==> src/rtl/acc_cpu_pkg.sv <==
// rtl/acc_cpu_pkg.sv - shared opcodes, state encoding and instruction field helpers
package acc_cpu_pkg;

   // Opcode values carried in the top four instruction bits; 7..15 pass A through
   localparam logic [3:0] OPC_ADD = 4'd0;
   localparam logic [3:0] OPC_MUL = 4'd1;
   localparam logic [3:0] OPC_AND = 4'd2;
   localparam logic [3:0] OPC_OR  = 4'd3;
   localparam logic [3:0] OPC_NOT = 4'd4;
   localparam logic [3:0] OPC_SUB = 4'd5;
   localparam logic [3:0] OPC_LDI = 4'd6;

   // Core control states
   typedef enum logic [1:0] {
      ST_IDLE = 2'd0,
      ST_MUL  = 2'd1,
      ST_OUT  = 2'd2
   } state_t;

   // Instruction layout, LSB first: imm, ridx, wb, opc[3:0]
   function automatic int f_imm_lsb();
      return 0;
   endfunction

   function automatic int f_ridx_lsb(input int imm_w);
      return imm_w;
   endfunction

   function automatic int f_wb_bit(input int imm_w, input int ridx_w);
      return imm_w + ridx_w;
   endfunction

   function automatic int f_opc_lsb(input int imm_w, input int ridx_w);
      return imm_w + ridx_w + 1;
   endfunction

   function automatic int f_instr_w(input int imm_w, input int ridx_w);
      return 4 + 1 + ridx_w + imm_w;
   endfunction

endpackage

==> src/rtl/acc_cpu_mul_seq.sv <==
// rtl/acc_cpu_mul_seq.sv - iterative shift-add multiplier, one partial product per cycle
module acc_cpu_mul_seq
#(
   parameter int DATA_W = 8
)(
   input  logic                  clk,
   input  logic                  rst,
   input  logic                  i_start,
   input  logic [DATA_W-1:0]     i_a,
   input  logic [DATA_W-1:0]     i_b,
   output logic                  o_done,
   output logic [2*DATA_W-1:0]   o_product
);

   localparam int CNT_W = $clog2(DATA_W + 1);

   logic [2*DATA_W-1:0] r_mcand;
   logic [DATA_W-1:0]   r_mplier;
   logic [2*DATA_W-1:0] r_acc;
   logic [CNT_W-1:0]    r_cnt;
   logic                r_busy;

   // Load operands on start, then consume one multiplier bit per cycle until the count runs out
   always_ff @(posedge clk) begin
      if (rst) begin
         r_mcand  <= '0;
         r_mplier <= '0;
         r_acc    <= '0;
         r_cnt    <= '0;
         r_busy   <= 1'b0;
      end else if (i_start) begin
         r_mcand  <= (2*DATA_W)'(i_a);
         r_mplier <= i_b;
         r_acc    <= '0;
         r_cnt    <= CNT_W'(DATA_W);
         r_busy   <= 1'b1;
      end else if (r_busy) begin
         if (r_cnt != '0) begin
            if (r_mplier[0]) begin
               r_acc <= r_acc + r_mcand;
            end
            r_mcand  <= r_mcand << 1;
            r_mplier <= r_mplier >> 1;
            r_cnt    <= r_cnt - CNT_W'(1);
         end else begin
            // Done was presented this cycle; the consumer takes it on this edge
            r_busy <= 1'b0;
         end
      end
   end

   assign o_done    = r_busy && (r_cnt == '0);
   assign o_product = r_acc;

endmodule

==> src/rtl/acc_cpu_core.sv <==
// rtl/acc_cpu_core.sv - clocked accumulator CPU core with register file, ALU and stream handshakes
module acc_cpu_core
   import acc_cpu_pkg::*;
#(
   parameter  int DATA_W   = 8,
   parameter  int IMM_W    = 4,
   parameter  int NUM_REGS = 4,
   localparam int RIDX_W   = $clog2(NUM_REGS),
   localparam int INSTR_W  = f_instr_w(IMM_W, RIDX_W)
)(
   input  logic                clk,
   input  logic                rst,
   input  logic                instr_valid,
   output logic                instr_ready,
   input  logic [INSTR_W-1:0]  instr,
   output logic                res_valid,
   input  logic                res_ready,
   output logic [DATA_W-1:0]   res_data,
   output logic                res_carry,
   output logic                res_zero,
   input  logic [RIDX_W-1:0]   dbg_sel,
   output logic [DATA_W-1:0]   dbg_data,
   output logic                busy
);

   localparam int IMM_LSB  = f_imm_lsb();
   localparam int RIDX_LSB = f_ridx_lsb(IMM_W);
   localparam int WB_BIT   = f_wb_bit(IMM_W, RIDX_W);
   localparam int OPC_LSB  = f_opc_lsb(IMM_W, RIDX_W);

   state_t               r_state;
   logic [DATA_W-1:0]    r_regs [NUM_REGS];
   logic                 r_wb;
   logic [RIDX_W-1:0]    r_ridx;
   logic                 r_res_valid;
   logic [DATA_W-1:0]    r_res_data;
   logic                 r_res_carry;
   logic                 r_res_zero;

   logic [3:0]           w_opc;
   logic                 w_wb;
   logic [RIDX_W-1:0]    w_ridx;
   logic [IMM_W-1:0]     w_imm;
   logic [DATA_W-1:0]    w_a;
   logic [DATA_W-1:0]    w_b;
   logic [DATA_W:0]      w_sum;
   logic [DATA_W:0]      w_diff;
   logic [DATA_W-1:0]    w_alu_res;
   logic                 w_alu_carry;
   logic                 w_accept;
   logic                 w_mul_start;
   logic                 w_mul_done;
   logic [2*DATA_W-1:0]  w_mul_product;
   logic [DATA_W-1:0]    w_mul_lo;
   logic                 w_mul_carry;

   assign w_opc  = instr[OPC_LSB +: 4];
   assign w_wb   = instr[WB_BIT];
   assign w_ridx = instr[RIDX_LSB +: RIDX_W];
   assign w_imm  = instr[IMM_LSB +: IMM_W];

   assign w_a    = r_regs[w_ridx];
   assign w_b    = DATA_W'(w_imm);
   assign w_sum  = {1'b0, w_a} + {1'b0, w_b};
   assign w_diff = {1'b0, w_a} - {1'b0, w_b};

   assign w_accept    = instr_valid && (r_state == ST_IDLE);
   assign w_mul_start = w_accept && (w_opc == OPC_MUL);
   assign w_mul_lo    = w_mul_product[DATA_W-1:0];
   assign w_mul_carry = |w_mul_product[2*DATA_W-1:DATA_W];

   // Single-cycle ALU on the instruction currently offered; MUL is handled by the sequencer
   always_comb begin
      w_alu_res   = w_a;
      w_alu_carry = 1'b0;
      case (w_opc)
         OPC_ADD: {w_alu_carry, w_alu_res} = w_sum;
         OPC_SUB: {w_alu_carry, w_alu_res} = w_diff;
         OPC_AND: w_alu_res = w_a & w_b;
         OPC_OR:  w_alu_res = w_a | w_b;
         OPC_NOT: w_alu_res = ~w_a;
         OPC_LDI: w_alu_res = w_b;
         default: w_alu_res = w_a;
      endcase
   end

   acc_cpu_mul_seq #(
      .DATA_W    (DATA_W)
   ) u_mul (
      .clk       (clk),
      .rst       (rst),
      .i_start   (w_mul_start),
      .i_a       (w_a),
      .i_b       (w_b),
      .o_done    (w_mul_done),
      .o_product (w_mul_product)
   );

   // Control FSM with register-file write-back and registered result outputs
   always_ff @(posedge clk) begin
      if (rst) begin
         r_state     <= ST_IDLE;
         r_wb        <= 1'b0;
         r_ridx      <= '0;
         r_res_valid <= 1'b0;
         r_res_data  <= '0;
         r_res_carry <= 1'b0;
         r_res_zero  <= 1'b0;
         for (int i = 0; i < NUM_REGS; i++) begin
            r_regs[i] <= '0;
         end
      end else begin
         case (r_state)
            ST_IDLE: begin
               if (w_accept) begin
                  r_wb   <= w_wb;
                  r_ridx <= w_ridx;
                  if (w_opc == OPC_MUL) begin
                     r_state <= ST_MUL;
                  end else begin
                     r_res_data  <= w_alu_res;
                     r_res_carry <= w_alu_carry;
                     r_res_zero  <= (w_alu_res == '0);
                     r_res_valid <= 1'b1;
                     if (w_wb) begin
                        r_regs[w_ridx] <= w_alu_res;
                     end
                     r_state <= ST_OUT;
                  end
               end
            end
            ST_MUL: begin
               if (w_mul_done) begin
                  r_res_data  <= w_mul_lo;
                  r_res_carry <= w_mul_carry;
                  r_res_zero  <= (w_mul_lo == '0);
                  r_res_valid <= 1'b1;
                  if (r_wb) begin
                     r_regs[r_ridx] <= w_mul_lo;
                  end
                  r_state <= ST_OUT;
               end
            end
            ST_OUT: begin
               // Result fields keep their last value after the handshake
               if (res_ready) begin
                  r_res_valid <= 1'b0;
                  r_state     <= ST_IDLE;
               end
            end
            default: begin
               r_state <= ST_IDLE;
            end
         endcase
      end
   end

   assign instr_ready = (r_state == ST_IDLE);
   assign busy        = (r_state != ST_IDLE);
   assign res_valid   = r_res_valid;
   assign res_data    = r_res_data;
   assign res_carry   = r_res_carry;
   assign res_zero    = r_res_zero;
   assign dbg_data    = r_regs[dbg_sel];

endmodule
==> config.mk <==
export PLATFORM = sky130hd
export DESIGN_NAME = acc_cpu_core
export DESIGN_NICKNAME = d
export VERILOG_FILES = /design/src/rtl/acc_cpu_pkg.sv /design/src/rtl/acc_cpu_mul_seq.sv /design/src/rtl/acc_cpu_core.sv
export SDC_FILE = /design/constraint.sdc
export NUM_CORES = 1
export LEC_CHECK = 0
export ABC_CLOCK_PERIOD_IN_PS = 5800
export BUFFER_PORTS_ARGS = -buffer_cell sky130_fd_sc_hd__buf_4
export CELL_PAD_IN_SITES_DETAIL_PLACEMENT = 1
export CELL_PAD_IN_SITES_GLOBAL_PLACEMENT = 1
export CORE_MARGIN = 5
export CORE_UTILIZATION = 40
export CTS_CLUSTER_DIAMETER = 200
export CTS_CLUSTER_SIZE = 24
export DETAILED_ROUTE_END_ITERATION = 10
export PLACE_DENSITY = 0.71
export SLEW_MARGIN = 20
export SYNTH_ARGS = -nofsm -noshare
export SYNTH_HDL_FRONTEND = slang
export SYNTH_HIERARCHICAL = 1
export SYNTH_SLANG_ARGS = --single-unit
==> constraint.sdc <==
create_clock -name clk -period 5.8 [get_ports clk]
set_input_delay 1.74 -clock clk [delete_from_list [all_inputs] [get_ports clk]]
set_output_delay 1.74 -clock clk [all_outputs]
set_load 0.1 [all_outputs]
[Word level (Yosys, flattened, before mapping)]
Memory sizes are Yosys's and may differ from the RTL's.
Index checks and enable logic that the tools add are counted.
Word-level totals
  register bits: 57
  latch bits: 0
  bits in writable memories: 32
  memory bits (read-only): 0
  input bits: 17
  output and inout port bits: 21
  logic and storage cells: 114
  memories kept: 1
Memory list
  r_regs: depth 4, bits a word 8, read ports 2, clocked after Yosys merged registers in 0, write ports 4, RTL line acc_cpu_core.sv:32  | logic [DATA_W-1:0] r_regs [NUM_REGS];
Operators by class
  add/subtract/negate cells: 4
  multiply operators: 0
  divide/modulo/power cells: 0
  magnitude comparators: 0
  equality and inequality tests: 12
  shift operators: 0
  mux-type cells: 55
  bitwise logic cells: 3
  reduce and logical (&&, ||, !) cells: 25
Operator list (number)
  8-bit 2-to-1 mux: 8
  8-bit one-hot mux with 6 select lines: 1
  1-bit 2-to-1 mux: 28
  4-bit 2-to-1 mux: 6
  8-bit OR reduction: 3
  16-bit adder: 1
  8-bit logical NOT: 2
  8-bit one-hot mux with 2 select lines: 1
  4-bit by 3-bit equality test with 1-bit output, second input constant: 3
  2-bit 2-to-1 mux: 6
  8-bit by 4-bit adder with 9-bit output: 1
  8-bit by 4-bit subtractor with 9-bit output: 1
  8-bit by 4-bit bitwise AND with 8-bit output: 1
  4-bit by 2-bit equality test with 1-bit output, second input constant: 2
  4-bit logical NOT: 2
  8-bit NOT: 1
  8-bit by 4-bit OR with 8-bit output: 1
  2-bit nonzero test: 4
  1-bit one-hot mux with 2 select lines: 3
  2-bit one-hot mux with 3 select lines: 1
  2-bit AND reduction: 3
  3-bit AND reduction: 2
  5-bit AND reduction: 1
  4-bit by 1-bit equality test with 1-bit output, second input constant: 1
  other kinds (12): 16

[Depth between registers and ports, before layout]
Gate-level depths: netlist of the first run.
  depth after elaboration: 9
  depth in mapped cells: 12

[By module]
The synthesis of the first run kept the hierarchy.
Modules (own cells, without submodules)
  acc_cpu_core: times used 1, cells each 349, area an instance 3344.5 sq um, seq. area each 1281.2 sq um
  acc_cpu_mul_seq: times used 1, cells each 325, area an instance 2502.4 sq um, seq. area each 900.9 sq um

[Worst setup path after synthesis of the first run]
OpenSTA, ideal clock, no wires.
  kind: input port to output port
  from: in dbg_sel[0]
  to: out dbg_data[0]
  arrival: 3.000 ns
  required time: 4.060 ns
  path slack: 1.060 ns
  stages: 2
  buffers on the path: 1
  cell sequence: clkbuf_1 mux4_2
Between the ends
  cells in the longest elaborated chain, start to end: 1
RTL lines
  from (decl): RTL line acc_cpu_core.sv:21  | input logic [RIDX_W-1:0] dbg_sel,
  memory 4 x 8 bit
  to (decl): RTL line acc_cpu_core.sv:22  | output logic [DATA_W-1:0] dbg_data,
Every way passes these cells.

==> flow_summary.ini, run 1 <==
[run_status]
run_status = finished, final reports clean

[hold_path]
worstHoldPathCells = 2
worstHoldEndpoint = res_valid$_SDFFE_PP0P_
hp-class = register to register
hold_start = res_valid$_SDFFE_PP0P_

[timing]
fin_crit_ns = 4.57
tightest_slew_ns = 0.970
setup_viol = 0
finClkSkew_ns = 0.0121
hold_violations = 0
setup_tns_ns = 0
maxSlewHeadroom_pct = 35.1
clock.fmax_ghz = 0.219
slew_viol_final = 0
rsz0062_at_grt = no
period_share_pct = 78.8

[layout]
num-nets-final = 741
syn2layout_area_growth_pct = 12.5
stdcell_count = 882
fill_cells = 1714
layout_commonest_cell = nand2_1
multiInputGateArea_um2 = 3430
seq_area_um2 = 2180
layout_common_cells = nand2_1, nor2_1, a21oi_1, dfxtp_1, buf_4
drive_above_1_share_pct = 14.8
n_antenna_cell = 0

[yosys]
synth_seq_area_share_pct = 37.3
yosysWarnings = 6
yosys-top-cells-area = dfxtp_1, edfxtp_1, nand2_1, a21oi_1, ha_1
syn_area_um2 = 5850
ys.flop_type = dfxtp_1
yosys.area.top_type = dfxtp_1
avgSynthCellArea_um2 = 8.67
ys_types = 76
synth_seq_cells = 93
syn_inst = 674
synthArstFlopShare_pct = 0
yosysTopAreaCellShare_pct = 20.9
synth-edff-count = 32

[clock_tree]
clkTransAtPathRegs_ns = 0.07
clk_latency_ns = 0.36
cts_resized = 0
cts_tree = yes
cts_buffer_depth = 2
h-tree-depth = 3
numClockSinks = 93
cts_buffers = 9
post_cts_buffers = 0
postCtsHoldBufs = 0
cts-root-buf = clkbuf_16

[setup_path]
slowest_delay_ns = 0.72
worstPathArrival_ns = 4.66
r2r-start = r_regs[0][0]$_SDFFCE_PN0P_
end_kind = register
worst-r2r-cell-count = 8
reg2reg_slack_ns = 2.51
crit_family = compound AO/OA/AOI/OAI gates
crit_path_top_delay_cell = mux4_1
path_buf_inv = 2
path_cells = buf_4 > mux4_1 > inv_1 > ha_1 > nor2b_1 > a2111oi_1 > nand3_1 > o311ai_0 > and3_1 > a2bb2oi_1 > nor2_1
timing.rr.end = r_regs[1][1]$_SDFFCE_PN0P_
crit_fanout = 12
crit_type = primary input to register
start_kind = primary input
required_ns = 5.89

[routing]
highest_layer = met4
wirelength_mm = 17.5
ant_nets = 0
drt-wirelength-per-cell_um = 19.9
wl_met1_mm = 8.23
vias_per_cell = 5.87
vias = 5176
dr_wl_met2_mm = 8.24
wl_met3_um = 876
drt_iter0_drc = 255
drt_first_pass_iters = 5
drc = 0

[placement]
dpl.cell_count = 866
place_hpwl_mm = 12.8
place_congestion = 0.868
numPortBuffers = 37

[grt]
grt_overflow_total = 0
grt_max_degree = 47
grt_pass1_wl_mm = 28.0
antenna_found_initial = 0
grt_pass1_vias = 5119
grtUsageTotal_pct = 21.1

[die]
die_w_um = 131
die_height_um = 131
io_pins = 38
core_um2 = 14400
initial_core_util_pct = 40.5
rows = 44
die_area_um2 = 17100

[power]
p_total_mw = 1.67
pwr-share-clk_pct = 39.3
p_sw_mw = 0.504
ir_drop_uv = 131
p_leak_nw = 2.57
p_seq_share_pct = 42.3
swShare_pct = 30.2
p_per_area_nw_per_um2 = 254
p_int_mw = 1.17
p_comb_share_pct = 18.4

[run]
drv_cap = 0
## metrics by stage
step / worst slack [ns] / hold WS (ns) / utilization (%) / cell area (µm²)
after floorplan: 1.06 / 0.449 / - / 5860
after global placement: 0.983 / 0.449 / 43.3 / 6240
after detailed placement: 0.885 / 0.450 / 43.3 / 6240
after CTS: 1.24 / 0.469 / 45.6 / 6570
after global routing: 0.973 / 0.486 / 45.6 / 6580
final: 1.23 / 0.461 / 45.6 / 6580
## cells in the mapped netlist (all sizes together) (12+ instances only)
cell type  instances
o21ai             23
ha                28
a21oi             79
edfxtp            32
mux4              16
nand3             21
nor3              14
nor2              90
buf               12
nand2             99
dfxtp             61
inv               25
clkbuf            25
## how the worst max path moves through the flow
stage,startpoint,end,depth (start not counted)
4_1_cts,instr[4],r_regs[1][5]$_SDFFCE_PN0P_,11
5_1_grt,instr[4],r_regs[1][5]$_SDFFCE_PN0P_,11
6_report,instr[4],r_regs[1][5]$_SDFFCE_PN0P_,11
3_3_place_gp,instr[4],r_regs[1][4]$_SDFFCE_PN0P_,11
3_5_place_dp,instr[4],r_regs[0][5]$_SDFFCE_PN0P_,10
2_1_floorplan,dbg_sel[0],dbg_data[0],2
## kinds of logic (layout without fill, tap and decap cells)
kind of cell	Yosys count	in the layout	share of synthesized area, %
muxes	19	19	7.02
DFF	93	93	37.3
buffers and inverters	62	83	4.39
other	1	4	0.0641
and+or+nand+nor	279	279	21.9
adders and majority gates	31	31	7.02
xor gates and xnor gates	13	13	1.95
AOI/OAI and AO/OA	176	176	20.3
## state kept, by name (all words and copies together) (netlist names)
register / cells
r_wb: 1
res_data: 8
res_carry: 1
u_mul/o_product: 16
u_mul/r_mcand: 16
r_regs: 32
u_mul/r_busy: 1
r_ridx: 2
r_state: 2
res_zero: 1
u_mul/r_cnt: 4
res_valid: 1
u_mul/r_mplier: 8
## worst reg2reg max path: cells and delay by family (launching register included)
kind / cells / cell delay (ns)
AOI/OAI and AO/OA: 4 / 1.14
adders and majority gates: 2 / 0.76
muxes: 1 / 0.60
DFF: 1 / 0.43
and+or+nand+nor: 1 / 0.10
## metal layers
metal / GRT usage [%] / vias up
met5: 0 / -
met4: 4.60 / 0
met3: 5.41 / 15
met2: 33.8 / 116
met1: 28.8 / 2584
li1: - / 2461
## power by group through the flow
| stage | logic, mW | clock network, mW | registers, mW |
|---|---|---|---|
| after floorplan | 0.187 | 0 | 0.756 |
| after global placement | 0.300 | 0 | 0.719 |
| after detailed placement | 0.306 | 0 | 0.721 |
| after CTS | 0.307 | 0.667 | 0.706 |
| after global routing | 0.328 | 0.703 | 0.708 |
| final | 0.307 | 0.657 | 0.707 |
## cell type report
class | instances | share of cell area (%)
Clock inverter | 6 | 1.22
Timing Repair Buffer | 42 | 4.79
Inverter | 25 | 1.43
Multi-Input combinational cell | 522 | 52.1
Clock buffer | 10 | 3.80
Tap cell | 184 | 3.50
Sequential cell | 93 | 33.2
Note: power is estimated with default switching activity, not from simulation.
==> inputs of run 2 (changes only) <==
--- a/config.mk
+++ b/config.mk
@@ -5,7 +5,7 @@
 export SDC_FILE = /design/constraint.sdc
 export NUM_CORES = 1
 export LEC_CHECK = 0
-export ABC_CLOCK_PERIOD_IN_PS = 5800
+export ABC_CLOCK_PERIOD_IN_PS = 4540
 export BUFFER_PORTS_ARGS = -buffer_cell sky130_fd_sc_hd__buf_4
 export CELL_PAD_IN_SITES_DETAIL_PLACEMENT = 1
 export CELL_PAD_IN_SITES_GLOBAL_PLACEMENT = 1
==> constraint.sdc (replaced) <==
create_clock -name clk -period 4.54 [get_ports clk]
set_input_delay 1.362 -clock clk [delete_from_list [all_inputs] [get_ports clk]]
set_output_delay 1.362 -clock clk [all_outputs]
set_load 0.1 [all_outputs]
==> run 2 against run 1 <==
Net effect: non-clock buffer count rose by 7; die area unchanged; worst hold slack improved by 0.0061 ns; largest power group unchanged.
==> flow_summary.ini, run 2 (synthesized netlist as in run 1, its figures left out) <==
[timing]
finClkSkew_ns = 0.00614
setup_ws_ns = 0.434
clock.fmax_ghz = 0.244
rsz0062_at_grt = no
setup_viol = 0
maxSlewHeadroom_pct = 46.6
fin_crit_ns = 4.11
tightest_slew_ns = 0.793
hold_violations = 0
slew_viol_final = 0
holdWs_ns = 0.467
period_share_pct = 90.4
setup_tns_ns = 0

[setup_path]
cp_common_cell = inv_1
crit_family = compound AO/OA/AOI/OAI gates
worst-r2r-cell-count = 10
crit_path_top_delay_cell = mux4_1
timing.rr.end = r_regs[3][7]$_DFFE_PP_
start_kind = primary input
slowest_delay_ns = 0.69
reg2reg_slack_ns = 1.22
worstPathArrival_ns = 4.21
crit_type = primary input to register
end_kind = register
crit_fanout = 6
crit_cells = 11
r2r-start = r_regs[3][1]$_DFFE_PP_
required_ns = 4.64
path_buf_inv = 3
path_cells = buf_4 > mux4_1 > inv_1 > ha_1 > a211oi_1 > o21bai_1 > a311o_1 > o21ai_1 > o31ai_2 > a22oi_2 > inv_1

[routing]
wirelength_mm = 17.4
drt_first_pass_iters = 5
drc = 0
ant_nets = 0
drt-wirelength-per-cell_um = 19.5
drt_iter0_drc = 366
vias = 5215
vias_per_cell = 5.87

[power]
p_total_mw = 2.01
p_per_area_nw_per_um2 = 306
p_leak_nw = 2.56
ir_drop_uv = 150

[die]
rows = 44
core_um2 = 14400
die_w_um = 131
die_height_um = 131
die_area_um2 = 17100
initial_core_util_pct = 40.5
io_pins = 38

[grt]
grt_overflow_total = 0
grt_pass1_vias = 5226
antenna_found_initial = 0
grt_pass1_wl_mm = 27.9
grtUsageTotal_pct = 21.0
grt_max_degree = 44

[clock_tree]
cts_tree = yes
post_cts_buffers = 0
h-tree-depth = 3
cts_resized = 0
postCtsHoldBufs = 0
clkTransAtPathRegs_ns = 0.07
numClockSinks = 93
cts_buffer_depth = 2
cts-root-buf = clkbuf_16
clk_latency_ns = 0.36
cts_buffers = 9

[run]
drv_cap = 0

[placement]
place_congestion = 0.862
place_hpwl_mm = 13.0
dp_worst_setup_slack_ns = 0.107
place_area_um2 = 6300
numPortBuffers = 37

[layout]
design_area_um2 = 6570
multiInputGateArea_um2 = 3430
fill_cells = 1731
layout_commonest_cell = nand2_1
largest-register = r_regs
drive_above_1_share_pct = 15.3
syn2layout_area_growth_pct = 12.3
largest_reg_flops = 32
layout_common_cells = nand2_1, nor2_1, a21oi_1, dfxtp_1, buf_4
seq_area_um2 = 2180
num-nets-final = 748
n_antenna_cell = 0

[hold_path]
hold_start = res_carry$_SDFFE_PP0P_
worstHoldEndpoint = res_carry$_SDFFE_PP0P_
worstHoldPathCells = 2
hp-class = register to register

[run_status]
run_status = finished, final reports clean
run 2: metrics by stage:
| stage | util, % | cells |
|---|---|---|
| after floorplan | - | 677 |
| after global placement | 43.7 | 873 |
| after CTS | 45.5 | 889 |
| final | 45.5 | 889 |
| after global routing | 45.5 | 889 |
| after detailed placement | 43.7 | 873 |
run 2: routing by layer:
layer / track usage [%] / part of all wire [%] / routed length (µm)
met5: 0 / 0 / 0
met4: 7.74 / 2.1 / 364
met3: 3.29 / 3.7 / 650
met2: 33.3 / 47 / 8130
met1: 29.0 / 47 / 8220
run 2: layout make-up:
class / count / area share (%)
clock inverters: 6 / 0.591
repair buffers: 49 / 5.60
flip-flops and latches: 93 / 33.2
multi-input cells: 522 / 52.2
well taps: 184 / 3.51
inverters: 25 / 1.43
clock buffers: 10 / 3.49
run 2: worst max path at each step:
stage               startpoint                    endpoint  slack, ns
floorplan             instr[4]  r_regs[0][5]$_SDFFCE_PN0P_       0.45
global placement      instr[4]  r_regs[0][5]$_SDFFCE_PN0P_       0.24
detailed placement    instr[4]  r_regs[2][7]$_SDFFCE_PN0P_       0.11
CTS                   instr[4]      r_regs[3][7]$_DFFE_PP_       0.48
global route          instr[4]  r_regs[1][5]$_SDFFCE_PN0P_       0.22
finish                instr[4]      r_regs[3][7]$_DFFE_PP_       0.43
run 2: worst min-delay path, stage by stage, from the launching register on:
cell     delay [ns]
dfxtp_1        0.31
nand2_1        0.05
a21oi_1        0.05
run 2: report_power, final:
part / internal [mW] / switching, mW / leakage [nW]
combinational: 0.117 / 0.280 / 1.61
sequential: 0.886 / 0.0171 / 0.826
clock: 0.371 / 0.339 / 0.130
total: 1.37 / 0.636 / 2.56
